==> src/rtl/mult_seq_ctrl_if.sv <==
// Button, operand and result bundle of the multiply-and-display sequencer.
// The controller takes the slave side; whoever drives buttons and operands takes the master side.
interface mult_seq_ctrl_if #(
    parameter int W  = 8,
    parameter int ND = 5
);
    logic [W-1:0]    X;
    logic [W-1:0]    Y;
    logic            startMult;
    logic            scrLeft;
    logic            scrRight;
    logic            busy;
    logic            done;
    logic [2*W-1:0]  product;
    logic [4*ND-1:0] bcd;
    logic [2:0]      win_pos;
    logic [15:0]     win_digits;
    logic            more_left;

    modport master (
        output X, Y, startMult, scrLeft, scrRight,
        input  busy, done, product, bcd, win_pos, win_digits, more_left
    );

    modport slave (
        input  X, Y, startMult, scrLeft, scrRight,
        output busy, done, product, bcd, win_pos, win_digits, more_left
    );
endinterface

==> src/rtl/mult_seq_ctrl.sv <==
// Button sync/edge-detect, shift-add multiply, double-dabble BCD and 4-digit display window.
// Define BTN_DEBOUNCE_EN to insert a DB_CYCLES debounce counter behind each synchroniser.
module mult_seq_ctrl #(
    parameter int W         = 8,
    parameter int ND        = 5,
    parameter int DB_CYCLES = 16
) (
    input  logic           clkin,
    input  logic           rst,
    mult_seq_ctrl_if.slave bus
);
    localparam int         CW      = $clog2(2*W + 1);
    localparam logic [2:0] POS_MAX = 3'(ND - 4);
    localparam int         BS = 0;
    localparam int         BL = 1;
    localparam int         BR = 2;

    if (ND < 4 || DB_CYCLES < 1) begin : g_bad_params
        $error("mult_seq_ctrl: ND must be >= 4 and DB_CYCLES >= 1");
    end

    typedef enum logic [1:0] {IDLE, MULT, BCD, DONE} state_t;
    state_t state;

    logic [2:0] raw, sync1, sync2, lvl, prev, pulse;
    assign raw = {bus.scrRight, bus.scrLeft, bus.startMult};

    always_ff @(posedge clkin or posedge rst) begin
        if (rst) begin
            sync1 <= '0;
            sync2 <= '0;
        end else begin
            sync1 <= raw;
            sync2 <= sync1;
        end
    end

`ifdef BTN_DEBOUNCE_EN
    localparam int DW = $clog2(DB_CYCLES + 1);
    logic [DW-1:0] db_cnt [3];

    always_ff @(posedge clkin or posedge rst) begin
        if (rst) begin
            lvl <= '0;
            for (int i = 0; i < 3; i++) db_cnt[i] <= '0;
        end else begin
            for (int i = 0; i < 3; i++) begin
                if (sync2[i] != lvl[i]) begin
                    if (db_cnt[i] == DW'(DB_CYCLES - 1)) begin
                        lvl[i]    <= sync2[i];
                        db_cnt[i] <= '0;
                    end else begin
                        db_cnt[i] <= db_cnt[i] + 1'b1;
                    end
                end else begin
                    db_cnt[i] <= '0;
                end
            end
        end
    end
`else
    assign lvl = sync2;
`endif

    assign pulse = lvl & ~prev;

    logic [2*W-1:0]  a, acc, bin, acc_next, product;
    logic [W-1:0]    b;
    logic [4*ND-1:0] digits, dig_adj, dig_next, bcd;
    logic [CW-1:0]   cnt;
    logic [2:0]      win_pos;
    logic            busy, done;

    always_comb begin
        acc_next = acc + (b[0] ? a : '0);
        dig_adj  = '0;
        for (int d = 0; d < ND; d++) begin
            dig_adj[4*d +: 4] = (digits[4*d +: 4] >= 4'd5) ? digits[4*d +: 4] + 4'd3
                                                           : digits[4*d +: 4];
        end
        dig_next = {dig_adj[4*ND-2:0], bin[2*W-1]};
    end

    always_ff @(posedge clkin or posedge rst) begin
        if (rst) begin
            state   <= IDLE;
            prev    <= '0;
            busy    <= 1'b0;
            done    <= 1'b0;
            product <= '0;
            bcd     <= '0;
            win_pos <= '0;
            a       <= '0;
            b       <= '0;
            acc     <= '0;
            bin     <= '0;
            digits  <= '0;
            cnt     <= '0;
        end else begin
            prev <= lvl;
            done <= 1'b0;
            if (pulse[BL] && !pulse[BR] && win_pos < POS_MAX)
                win_pos <= win_pos + 3'd1;
            else if (pulse[BR] && !pulse[BL] && win_pos != 3'd0)
                win_pos <= win_pos - 3'd1;

            case (state)
                IDLE: if (pulse[BS]) begin
                    a     <= (2*W)'(bus.X);
                    b     <= bus.Y;
                    acc   <= '0;
                    cnt   <= CW'(W);
                    busy  <= 1'b1;
                    state <= MULT;
                end
                MULT: begin
                    acc <= acc_next;
                    a   <= a << 1;
                    b   <= b >> 1;
                    cnt <= cnt - 1'b1;
                    if (cnt == CW'(1)) begin
                        product <= acc_next;
                        bin     <= acc_next;
                        digits  <= '0;
                        cnt     <= CW'(2*W);
                        state   <= BCD;
                    end
                end
                BCD: begin
                    digits <= dig_next;
                    bin    <= bin << 1;
                    cnt    <= cnt - 1'b1;
                    if (cnt == CW'(1)) begin
                        bcd   <= dig_next;
                        state <= DONE;
                    end
                end
                DONE: begin
                    // window snaps home on every new result, overriding any scroll this cycle
                    done    <= 1'b1;
                    busy    <= 1'b0;
                    win_pos <= '0;
                    state   <= IDLE;
                end
                default: state <= IDLE;
            endcase
        end
    end

    logic [5:0]      sh_lo, sh_hi;
    logic [4*ND-1:0] win_shift;

    always_comb begin
        sh_lo     = {1'b0, win_pos, 2'b00};
        sh_hi     = sh_lo + 6'd16;
        win_shift = bcd >> sh_lo;
    end

    assign bus.busy       = busy;
    assign bus.done       = done;
    assign bus.product    = product;
    assign bus.bcd        = bcd;
    assign bus.win_pos    = win_pos;
    assign bus.win_digits = win_shift[15:0];
    assign bus.more_left  = |(bcd >> sh_hi);
endmodule

==> src/flat_wrapper.sv <==
// flat-port wrapper written by rule: the top's interface ports become plain ports
module mult_seq_ctrl_flat 
#(
    parameter int W         = 8,
    parameter int ND        = 5,
    parameter int DB_CYCLES = 16
)
  (clkin, rst, bus_X, bus_Y, bus_startMult, bus_scrLeft, bus_scrRight, bus_busy, bus_done, bus_product, bus_bcd, bus_win_pos, bus_win_digits, bus_more_left);
  mult_seq_ctrl_if #(.W(W), .ND(ND)) bus_i ();
  input  logic clkin;
  input  logic rst;
  input wire logic [$bits(bus_i.X)-1:0] bus_X;
  input wire logic [$bits(bus_i.Y)-1:0] bus_Y;
  input wire logic [$bits(bus_i.startMult)-1:0] bus_startMult;
  input wire logic [$bits(bus_i.scrLeft)-1:0] bus_scrLeft;
  input wire logic [$bits(bus_i.scrRight)-1:0] bus_scrRight;
  output wire logic [$bits(bus_i.busy)-1:0] bus_busy;
  output wire logic [$bits(bus_i.done)-1:0] bus_done;
  output wire logic [$bits(bus_i.product)-1:0] bus_product;
  output wire logic [$bits(bus_i.bcd)-1:0] bus_bcd;
  output wire logic [$bits(bus_i.win_pos)-1:0] bus_win_pos;
  output wire logic [$bits(bus_i.win_digits)-1:0] bus_win_digits;
  output wire logic [$bits(bus_i.more_left)-1:0] bus_more_left;
  assign bus_i.X = bus_X;
  assign bus_i.Y = bus_Y;
  assign bus_i.startMult = bus_startMult;
  assign bus_i.scrLeft = bus_scrLeft;
  assign bus_i.scrRight = bus_scrRight;
  assign bus_busy = bus_i.busy;
  assign bus_done = bus_i.done;
  assign bus_product = bus_i.product;
  assign bus_bcd = bus_i.bcd;
  assign bus_win_pos = bus_i.win_pos;
  assign bus_win_digits = bus_i.win_digits;
  assign bus_more_left = bus_i.more_left;
  mult_seq_ctrl #(.W(W), .ND(ND), .DB_CYCLES(DB_CYCLES)) u_core (.clkin(clkin), .rst(rst), .bus(bus_i));
endmodule
==> config.mk <==
export PLATFORM = sky130hd
export DESIGN_NAME = mult_seq_ctrl_flat
export DESIGN_NICKNAME = d
export VERILOG_FILES = /design/src/rtl/mult_seq_ctrl_if.sv /design/src/rtl/mult_seq_ctrl.sv /design/src/flat_wrapper.sv
export SDC_FILE = /design/constraint.sdc
export NUM_CORES = 1
export LEC_CHECK = 0
export CELL_PAD_IN_SITES_DETAIL_PLACEMENT = 1
export CELL_PAD_IN_SITES_GLOBAL_PLACEMENT = 1
export CORE_MARGIN = 2
export CORE_UTILIZATION = 45
export DETAILED_ROUTE_END_ITERATION = 10
export MAX_ROUTING_LAYER = met4
export PLACE_DENSITY = 0.88
export RECOVER_POWER = 100
export SYNTH_ARGS = -nofsm -noshare
export SYNTH_HDL_FRONTEND = slang
export SYNTH_SLANG_ARGS = --single-unit
==> constraint.sdc <==
create_clock -name clkin -period 12.7 [get_ports clkin]
set_input_delay 3.81 -clock clkin [delete_from_list [all_inputs] [get_ports clkin]]
set_output_delay 3.81 -clock clkin [all_outputs]
set_load 0.05 [all_outputs]
After elaboration in Yosys (flattened, before gate mapping)
Cells that the tools add are included.
Word-level totals
  flip-flop bits (word level): 133
  input port bits: 21
  logic and storage cells: 92
Operators by class
  add/subtract/negate cells: 10
  order comparisons: 6
  equal/unequal tests: 7
  shift operators: 2
  mux-type cells: 29
  bitwise operators: 2
  reductions and logical operators: 21
Operator list (count)
  one-hot mux 16 bit (2 select lines): 3
  two-way mux 16 bit: 4
  one-hot mux 20 bit (2 select lines): 1
  greater-or-equal comparator 4 x 3 -> 1 bit (second input constant): 5
  two-way mux 20 bit: 1
  OR reduction 20 bit: 1
  right shift 20 x 5 -> 16 bit: 1
  right shift 20 x 6 -> 20 bit: 1
  adder 16 bit: 1
  adder 4 x 2 -> 4 bit (second input constant): 4
  two-way mux 4 bit: 4
  one-hot mux 8 bit (2 select lines): 1
  one-hot mux 5 bit (3 select lines): 1
  two-way mux 3 bit: 4
  AND reduction 2 bit: 6
  two-way mux 5 bit: 2
  nonzero test 3 bit: 3
  two-way mux 8 bit: 1
  one-hot mux 2 bit (4 select lines): 1
  adder 5 x 5 -> 6 bit (second input constant): 1
  two-way mux 2 bit: 3
  inequality test 2 x 1 -> 1 bit (second input constant): 3
  nonzero test 2 bit: 3
  == test 5 x 1 -> 1 bit (second input constant): 1
  15 further kinds: 21

Longest topological paths before layout
  depth in word-level cells: 8
  mapped depth: 10

Worst setup path before layout
OpenSTA, ideal clock, no wires.
  kind: reg2out
  start: reg u_core.win_pos[1], in the netlist u_core.bus.win_pos[1]
  end: out bus_win_digits[7]
  arrival: 2.740 ns
  data required time: 8.890 ns
  slack: 6.150 ns
  cell stages (with the launch flop): 5
  buffers on the path: 2
  cell sequence: dfrtp_1 -> buf_1 -> clkbuf_1 -> a211oi_1 -> a211oi_1
On the way
  word-level cells in the longest chain between the ends: 1
Ends and longest elaborated chain
  start, declared: RTL line mult_seq_ctrl.sv:71  | logic [2:0] win_pos;
  start signal, assigned: RTL line mult_seq_ctrl.sv:103  | win_pos <= win_pos + 3'd1;
  start signal, assigned: RTL line mult_seq_ctrl.sv:105  | win_pos <= win_pos - 3'd1;
  right shift 20 x 5 -> 16 bit: RTL line mult_seq_ctrl.sv:156  | win_shift = bcd >> sh_lo;
  end, declared: RTL line flat_wrapper.sv:22  | output wire logic [$bits(bus_i.win_digits)-1:0] bus_win_digits;
No other way between the ends.

Worst setup path in the final report
  start: reg u_core.win_pos[0], in the netlist u_core.bus.win_pos[0]
  end: out bus_win_digits[3]
Same word-level chain as after synthesis.

==> results.md <==
- Initial Util: 46.2%
- Final Skew: 10.4 ps
- Min-Delay Path Depth: 0
- Failing checks: capacitance limit, slew limit
- Num rows: 45
- Overall routing resource usage: between 20% and 30%
- Cts bufs inserted: 17
- Largest cells by area after synthesis: dfrtp_1 47%, o21ai_0 6.7%, ha_1 6.2%
- Setup Slack @ Placement: 6280 ps
- Unrepaired setup endpoints after global routing: no
- Setup ws final: 5730 ps
- Fillcell total: 1676
- Die Y: about 130 microns
- DP Area: 7980 sq um
- Die area: 16700 sq um
- Reg clk slew, reported paths: 60 ps
- Peak Freq: 143 MHz
- Util after Layout: 56.3%
- Drt wl/cell: 19.5 microns
- XOR/XNOR share of the synthesized area: under 10%
- Min cycle time layout: between 6000 and 7000 ps
- Leakage power: slightly below 0.004 uW
- Mapped Cells: approximately 720
- Peak VDD IR: about 0.00011 V
- Via count: 5844
- Fin crit share: 54.9%
- CP Class: reg2out
- Largest family of logic cells by synthesized area: compound AO/OA/AOI/OAI gates
- Post-Syn Area: 7060 sq um
- Synth top area share: between 40% and 50%
- Global placement routability congestion: 0.874
- Outcome: finished with violations
- Area leader, netlist: dfrtp_1
- CP endpoint kind: primary output
- Synth Flop Type: dfrtp_1
- Ant diodes: 0
- FFs w/ async S/R, synth: 100%
- Power Density: roughly 250 nW/um^2
- Final setup TNS: 0 ps
- Max Slew Vio Count: 131
- Clock buffer depth: 2
- # Post-CTS Setup Buffers: 0
- Crit path DAT: 3160 ps
- Min-delay worst type: reg2reg
- Layout overhead on the synthesized area: 21.6%
- Final Hold Viols: 0
- Initial antenna violation count: 0
- TritonCTS clock tree: done
- Worst hold endpoint: u_core.lvl[0]$_DFF_PP0_
- FF-to-FF Start: u_core.state[1]$_DFFE_PP0P_
- Hold-fix buffers, CTS: 0
- Most common cell after layout, fill and taps aside: dfrtp_1
- DR DRC count: 0
- Global-route wire length before repair: approximately 32 mm
- Post-Syn Nets: 775
- Synth cell types: 55
- DRT iter0 DRCs: 328
- Worst-Margin Slew: 3710 ps
- Final ANT Viol Nets: 0
- Internal reg-to-reg setup slack: about 7500 ps
- Worst reg2reg path endpoint: u_core.bin[8]$_DFFE_PP0P_
- Worst slew margin: -150%
- Simple-gate share of the synthesized area: 13.7%
- DR vias/cell: approximately 5.8
- CTS Sinks: 133
- WL final: 19.6 mm
- Total gr overflow: 0
- Vias in the first global route: 6247
- DP HPWL: 13.3 mm
- Core area: 15300 sq um
- IO Port Bufs: 78
- Layout cells sized above 1: 7.69%
- Most frequent cells in the layout: 133 x dfrtp_1, 99 x nand2_1, 95 x o21ai_0
- Yosys warning count: 0
- Synthesis-stage register bit count: roughly 130
- Compound-Gate Fraction of Synth Area: 18.7%
- Power Total: between 2000 and 2500 uW
- Number of flops mapped to enable cells by yosys: 0
- Drt pass-1 iters: 5
- Mux cell area share after synthesis: 8.12%
- Clock Latency Late Sink: 430 ps
- Pin count of the biggest net entering global routing: slightly above 80
- Worst Hold Launch: u_core.sync1[0]$_DFF_PP0_
- CP Data Required Time: 8890 ps
- Critical Path Fanout Max: 31
- Final Cell Area: 8580 sq um
- Reg2reg path depth: 6
- Clk Tree Root Cell: clkbuf_16
- Avg Cell Area, Syn: between 9 and 10 sq um
- Final setup fails: 0
- Post-synthesis sequential area ratio: 47.2%
- I/O Pins: 79
- Die W: ~130 microns
- Htree depth: 4
- Startpoint types: register
- Max cap viols: 3
- Post-cts sizing count: 0
- Adder-cell share of the synthesized area: between 6 and 7%
- Nets: 838
## flip-flops by register name (all words and copies together), names as in the netlist
register and count:
u_core.a 16, u_core.acc 16, u_core.b 8, u_core.bin 16
u_core.bus.bcd 20, u_core.bus.busy 1, u_core.bus.done 1, u_core.bus.product 16
u_core.bus.win_pos 3, u_core.cnt 5, u_core.digits 20, u_core.lvl 3
u_core.prev 3, u_core.state 2, u_core.sync1 3
## worst max-delay path, stage by stage, from the launching register on
cell and delay [ps]:
dfrtp_1 1050, inv_1 240, nor2_1 200, a21oi_1 110
o22ai_1 210, dlygate4sd3_1 920
## area by class of cell
class | count | area, sq um | area share (%)
Clock buffer | 19 | 443 | 5.16
Clock inverter | 12 | 180 | 2.10
Inverter | 20 | 76.3 | 0.889
Multi-Input combinational cell | 528 | 3490 | 40.6
Sequential cell | 133 | 3330 | 38.8
Tap cell | 211 | 264 | 3.08
Timing Repair Buffer | 81 | 803 | 9.36
## stage by stage
step,hold slack [ps],instances
2_1_floorplan,331,718
3_3_place_gp,338,973
3_5_place_dp,343,973
4_1_cts,357,1004
5_1_grt,372,1004
6_report,354,1004
## worst max path at each step
| stage | start | endpoint | slack [ps] | cells after the start |
|---|---|---|---|---|
| 5_1_grt | u_core.bus.win_pos[0]$_DFFE_PP0P_ | bus_win_digits[3] | 5570 | 5 |
| 3_3_place_gp | u_core.bus.win_pos[0]$_DFFE_PP0P_ | bus_win_digits[10] | 6400 | 5 |
| 3_5_place_dp | u_core.bus.win_pos[0]$_DFFE_PP0P_ | bus_win_digits[3] | 6280 | 5 |
| 4_1_cts | u_core.bus.win_pos[0]$_DFFE_PP0P_ | bus_win_digits[3] | 5830 | 5 |
| 2_1_floorplan | rst | u_core.a[0]$_DFFE_PP0P_ | 5340 | 1 |
| 6_report | u_core.bus.win_pos[0]$_DFFE_PP0P_ | bus_win_digits[3] | 5730 | 5 |
## cells by family after synthesis
group                    count (synthesis)
adder cells (fa/ha/maj)                 36
buffers and inverters                   57
AO/OA/AOI/OAI                          213
multiplexers                            55
XOR/XNOR                                21
AND/OR/NAND/NOR                        203
flip-flops                             133
## per-layer routing
metal	wire length [microns]	vias up	GRT usage, %	share of wire [%]
li1	-	2689	-	-
met1	8180	2932	28.9	42
met2	10000	162	42.9	51
met3	813	61	5.24	4.1
met4	590	0	10.6	3.0
met5	0	-	-	0
## power breakdown
group,internal (uW),total [uW],switching (uW)
clock network,332,526,194
registers,537,661,124
logic,311,920,610
## synthesized netlist by cell type, types with 2 or more instances
cell      instances
a21oi_1          34
dfrtp_1         133
nor2b_1           6
nor3_1           13
a211oi_1         12
buf_4             2
clkbuf_1         26
nor2_1           33
a22oi_1           6
o211ai_1          4
nand2b_1          9
buf_1             5
buf_2             3
nand2_1          98
nor3b_1           6
nand3_1           5
inv_1            20
a31o_2            3
and2_1           20
o21bai_1          2
ha_1             35
a221oi_1          3
mux2_2           18
a21o_1            6
o22ai_1           7
xnor2_1          15
xor2_1            6
or3b_2            4
a22o_1           22
mux2i_1          37
a31oi_1           8
o21ai_0          94
(Power assumes the default switching activity.)
